===== src/rtl/duty_button_ctrl.sv =====
// duty_button_ctrl
//   Upstream control for the PWM generator. Synchronises and debounces the
//   raw push button, turns each accepted press into one duty-cycle step
//   (DUTY_MIN .. DUTY_MAX in DUTY_STEP increments, wrapping back to
//   DUTY_MIN), and hands the new duty to the PWM only at a period boundary.
//
// Ports
//   CLK          system clock, all state on the rising edge
//   RST          asynchronous, active-high reset
//   btn_in       raw button pin, asynchronous to CLK
//   period_start one-cycle pulse from the PWM when its counter wraps to 0
//   duty         applied duty value for the PWM compare
//   duty_update  one-cycle pulse in the cycle after duty changes
//   btn_level    debounced button level
module duty_button_ctrl #(
  parameter int DEBOUNCE_CYCLES = 16000,
  parameter int DUTY_MIN        = 20,
  parameter int DUTY_MAX        = 100,
  parameter int DUTY_STEP       = 10,
  parameter int DUTY_RESET      = 20
) (
  input  logic       CLK,
  input  logic       RST,
  input  logic       btn_in,
  input  logic       period_start,
  output logic [7:0] duty,
  output logic       duty_update,
  output logic       btn_level
);

  localparam int CNT_W = $clog2(DEBOUNCE_CYCLES + 1);
  localparam logic [CNT_W-1:0] CNT_DONE = CNT_W'(DEBOUNCE_CYCLES);
  localparam logic [CNT_W-1:0] CNT_ONE  = CNT_W'(1);

  typedef enum logic [1:0] {
    IDLE_LOW  = 2'd0,
    QUAL_HIGH = 2'd1,
    IDLE_HIGH = 2'd2,
    QUAL_LOW  = 2'd3
  } deb_state_t;

  // Step with wrap: the sum is formed one bit wider so an overflow past
  // DUTY_MAX can never alias back into the legal range.
  function automatic logic [7:0] next_duty(input logic [7:0] cur);
    logic [8:0] sum;
    sum = {1'b0, cur} + 9'(DUTY_STEP);
    if (sum > 9'(DUTY_MAX)) return 8'(DUTY_MIN);
    return sum[7:0];
  endfunction

  logic             sync1, sync2;
  deb_state_t       state, state_n;
  logic [CNT_W-1:0] cnt, cnt_n;
  logic             level_n;
  logic             press;
  logic [7:0]       pending;

  // ---- stage 0: two-flop synchroniser
  always_ff @(posedge CLK or posedge RST) begin
    if (RST) begin
      sync1 <= 1'b0;
      sync2 <= 1'b0;
    end else begin
      sync1 <= btn_in;
      sync2 <= sync1;
    end
  end

  // ---- stage 1: debounce FSM
  always_ff @(posedge CLK or posedge RST) begin
    if (RST) begin
      state     <= IDLE_LOW;
      cnt       <= '0;
      btn_level <= 1'b0;
      press     <= 1'b0;
    end else begin
      state     <= state_n;
      cnt       <= cnt_n;
      btn_level <= level_n;
      // Registered rising edge of the debounced level: one pulse per press,
      // no repeat while held.
      press     <= level_n & ~btn_level;
    end
  end

  always_comb begin
    state_n = state;
    cnt_n   = cnt;
    level_n = btn_level;
    unique case (state)
      IDLE_LOW: begin
        if (sync2) begin
          state_n = QUAL_HIGH;
          cnt_n   = CNT_ONE;
        end
      end
      QUAL_HIGH: begin
        if (!sync2) begin
          state_n = IDLE_LOW;
          cnt_n   = '0;
        end else if (cnt == CNT_DONE) begin
          state_n = IDLE_HIGH;
          cnt_n   = '0;
          level_n = 1'b1;
        end else begin
          cnt_n   = cnt + CNT_ONE;
        end
      end
      IDLE_HIGH: begin
        if (!sync2) begin
          state_n = QUAL_LOW;
          cnt_n   = CNT_ONE;
        end
      end
      QUAL_LOW: begin
        if (sync2) begin
          state_n = IDLE_HIGH;
          cnt_n   = '0;
        end else if (cnt == CNT_DONE) begin
          state_n = IDLE_LOW;
          cnt_n   = '0;
          level_n = 1'b0;
        end else begin
          cnt_n   = cnt + CNT_ONE;
        end
      end
      default: begin
        state_n = IDLE_LOW;
        cnt_n   = '0;
      end
    endcase
  end

  // ---- stage 2: pending step and period-aligned apply
  // Apply reads pending before this edge's increment, so a press landing on
  // a period boundary is carried to the following boundary.
  always_ff @(posedge CLK or posedge RST) begin
    if (RST) begin
      pending     <= 8'(DUTY_RESET);
      duty        <= 8'(DUTY_RESET);
      duty_update <= 1'b0;
    end else begin
      if (press) pending <= next_duty(pending);
      if (period_start && (pending != duty)) begin
        duty        <= pending;
        duty_update <= 1'b1;
      end else begin
        duty_update <= 1'b0;
      end
    end
  end

endmodule


===== config.mk =====
export PLATFORM = sky130hd
export DESIGN_NAME = duty_button_ctrl
export DESIGN_NICKNAME = d
export VERILOG_FILES = /design/src/rtl/duty_button_ctrl.sv
export SDC_FILE = /design/constraint.sdc
export NUM_CORES = 1
export LEC_CHECK = 0
export CAP_MARGIN = 20
export CORE_UTILIZATION = 57
export CTS_CLUSTER_SIZE = 24
export DETAILED_ROUTE_END_ITERATION = 8
export GPL_TIMING_DRIVEN = 0
export PLACE_DENSITY = 0.78
export SETUP_SLACK_MARGIN = 0.4
export SLEW_MARGIN = 0
export SYNTH_ARGS = -nofsm -noshare
export SYNTH_HDL_FRONTEND = slang
export SYNTH_SLANG_ARGS = --single-unit

===== constraint.sdc =====
create_clock -name CLK -period 2.6 [get_ports CLK]
set_input_delay 0.52 -clock CLK [delete_from_list [all_inputs] [get_ports CLK]]
set_output_delay 0.52 -clock CLK [all_outputs]
set_load 0.02 [all_outputs]

==> impl_metrics.py <==
metrics = {
    "critical_path": {
        "critPathMaxStageDelay_ps": 470,
        "cp.arrival_ps": 2340,
        "cp_top_family": "simple AND/OR/NAND/NOR gates",
        "r2r-start": "cnt[0]$_DFFE_PP0P_",
        "worstSetupEndpointType": "flip-flop",
        "required_ps": 2800,
        "worstSetupStartpointType": "flip-flop",
        "cp.buffers_inverters": 3,
        "crit_cells": 9,
        "r2r_slack_ps": 450,
        "r2r_cells": 9,
        "worstPathMaxFanout": 10,
        "r2r_end": "cnt[9]$_DFFE_PP0P_",
        "critPathKind": "reg2reg",
        "cpMaxStageDelayCell": "or3b_2",
        "cp_cell_sequence": "inv_1 > ha_1 > or3b_2 > nor4_4 > buf_4 > nor2_4 > buf_6 > a21oi_2 > a21oi_1",
    },
    "sta": {
        "hold_viol": 0,
        "fin_crit_ps": 2150,
        "max_slew.worst_pin.slew_ps": 753,
        "setup_violations": 0,
        "fin_tns_setup_ps": 0,
        "slew_headroom": 0.497,
        "period_share": 0.825,
        "rsz0062_at_grt": "no",
        "fmaxAchievable_ghz": 0.466,
        "slew_violations": 0,
        "skew_ps": 5.21,
    },
    "route": {
        "routed.top_layer": "met4",
        "met3_length_um": 124,
        "vias": 1466,
        "first_pass_iters": 4,
        "routed_wl_um": 3540,
        "wirelength_met1_um": 1530,
        "wl_per_cell_um": 13.9,
        "drc_errors": 0,
        "route.met2.wl_um": 1800,
        "post_drt_via_cell_ratio": 5.77,
        "ant_nets": 0,
        "drt_iter0_drc": 92,
    },
    "job": {
        "drv_cap": 0,
    },
    "synth": {
        "synth-seq-cells": 35,
        "post_synth.cell_area_avg_um2": 10.1,
        "syn_inst": 189,
        "synth_edf_count": 0,
        "synth_ff_type": "dfrtp_1",
        "synth_cell_type_count": 50,
        "ys_seq_area_frac": 0.463,
        "syn-cell-area_mm2": 0.00190,
        "async_flop_share": 1.00,
        "ys.warnings.count": 0,
        "synth_top_cell_by_area": "dfrtp_1",
        "yosys-top-cells-area": "dfrtp_1, dfstp_2, mux2_2",
        "synth_top_area_share": 0.407,
        "syn_nets": 196,
    },
    "finish": {
        "num-fill-cells": 246,
        "antenna_cells": 0,
        "nets": 216,
        "drive_above_1_share": 0.148,
        "fin_area_mm2": 0.00215,
        "fin_cells": 254,
        "area_growth_pct": 13.1,
    },
    "hold_path": {
        "hp-start": "sync1$_DFF_PP0_",
        "worstHoldEndpoint": "sync2$_DFF_PP0_",
        "holdPathStages": 0,
        "hp-class": "reg2reg",
    },
    "grt": {
        "grt_usage": 0.232,
        "grt_remaining_overflow": 0,
        "grt_pass1_wl_um": 6050,
        "antenna_found_initial": 0,
        "grt_pass1_vias": 1436,
        "grt_start_max_net_pins": 19,
    },
    "clocking": {
        "cts_tree": "yes",
        "cts_num_sinks": 35,
        "numCtsBuffers": 5,
        "clock_latency_ps": 330,
        "cts_setup_buffers": 0,
        "htreeDepth": 2,
        "cts_resized": 0,
        "clk_pin_slew_ps": 100,
        "clk_path_buf_depth": 2,
        "root_buffer": "clkbuf_4",
        "cts-hold-fix-buffers": 0,
    },
    "placement": {
        "place_inst": 245,
        "portBuffers": 11,
        "place_hpwl_um": 2620,
        "placed_area_mm2": 0.00210,
        "place.gp.congestion": 0.913,
    },
    "status": {
        "status": "finished clean",
    },
    "power_and_ir_drop": {
        "powerDensity_mw_per_mm2": 419,
        "p_leak_nw": 0.953,
        "ir_drop_uv": 329,
    },
    "floorplanning": {
        "die_y_um": 59.8,
        "core_mm2": 0.00310,
        "die_w_um": 59.8,
        "ioPinCount": 14,
        "start_util": 0.614,
        "rows": 20,
        "die_area_mm2": 0.00358,
    },
}
## worst max path at each step
stage / to / from / slack (ps)
2_1_floorplan: cnt[12]$_DFFE_PP0P_ / cnt[2]$_DFFE_PP0P_ / 670
3_3_place_gp: cnt[7]$_DFFE_PP0P_ / cnt[0]$_DFFE_PP0P_ / 490
3_5_place_dp: cnt[12]$_DFFE_PP0P_ / cnt[0]$_DFFE_PP0P_ / 470
4_1_cts: cnt[9]$_DFFE_PP0P_ / cnt[0]$_DFFE_PP0P_ / 450
5_1_grt: cnt[9]$_DFFE_PP0P_ / cnt[0]$_DFFE_PP0P_ / 370
6_report: cnt[9]$_DFFE_PP0P_ / cnt[0]$_DFFE_PP0P_ / 450
## logic make-up after synthesis
group | synth area share
DFF | 0.463
AOI/OAI and AO/OA | 0.136
adders and majority gates | 0.0197
other | 0.00197
and+or+nand+nor | 0.200
xor gates and xnor gates | 0.0598
muxes | 0.0729
buffers and inverters | 0.0473
## per-stage QoR
stage	total power, mW	hold WS, ps	util	worst slack [ps]
after CTS	0.911	359	0.692	452
after global routing	0.947	386	0.694	368
after floorplan	0.612	331	-	671
final	0.903	357	0.694	455
after global placement	0.624	333	0.667	493
after detailed placement	0.632	335	0.676	473
## placed cells by master (no fill, tap or decap), types with 2 or more instances in the layout
cell type,synthesis,routed
a21oi_1,6,6
a22o_1,4,4
a31oi_1,3,3
and2_1,3,3
and3_1,2,2
and3_2,2,2
buf_4,1,2
clkbuf_1,9,11
clkbuf_4,0,5
clkdlybuf4s50_1,0,11
dfrtp_1,31,31
dfstp_2,4,4
ha_1,3,3
inv_1,10,10
mux2_2,7,7
mux2i_1,6,6
nand2_1,15,15
nand2b_1,3,3
nand3_1,8,8
nand4_1,6,6
nor2_1,3,3
nor3_1,6,6
nor4_1,2,2
o21ai_0,15,15
o22a_1,2,2
xnor2_1,7,7
xor2_1,6,6
## metal layers
metal	track usage	vias to the layer above
met4	0.146	0
met1	0.254	711
met5	0	-
met2	0.398	38
li1	-	710
met3	0.0584	7
## where the power goes
part           switching [mW]  total, mW  internal [mW]  leakage, nW
clock                   0.175      0.280          0.105       0.0293
sequential            0.00925      0.561          0.552        0.464
combinational          0.0369     0.0617         0.0248        0.459
## synthesized netlist by cell type (all sizes together) (3+ instances only)
library cell and number:
nor3 7, nand2 15, nor2 4, a21oi 7
mux2i 6, xnor2 7, xor2 6, a31oi 3
nor4 3, dfstp 4, mux2 7, nand2b 3
ha 3, nand3 8, a22o 4, and3 4
o21ai 16, clkbuf 9, dfrtp 31, inv 10
and2 4, nand4 6
## state kept, by name, indices dropped and copies added, names as in the netlist, 2 cells and up
| name | cells |
|---|---|
| duty | 7 |
| state | 2 |
| cnt | 14 |
| pending | 7 |
## final cells by class
| cell class | count | area, µm² | area share |
|---|---|---|---|
| Inverter | 10 | 37.5 | 0.0174 |
| Clock buffer | 7 | 45.0 | 0.0209 |
| Tap cell | 44 | 55.1 | 0.0256 |
| Sequential cell | 35 | 881 | 0.409 |
| Clock inverter | 1 | 5.00 | 0.00232 |
| Multi-Input combinational cell | 133 | 933 | 0.433 |
| Timing Repair Buffer | 13 | 145 | 0.0674 |
| Buffer | 11 | 52.6 | 0.0244 |
No activity file was read; power rests on OpenSTA's default activity.
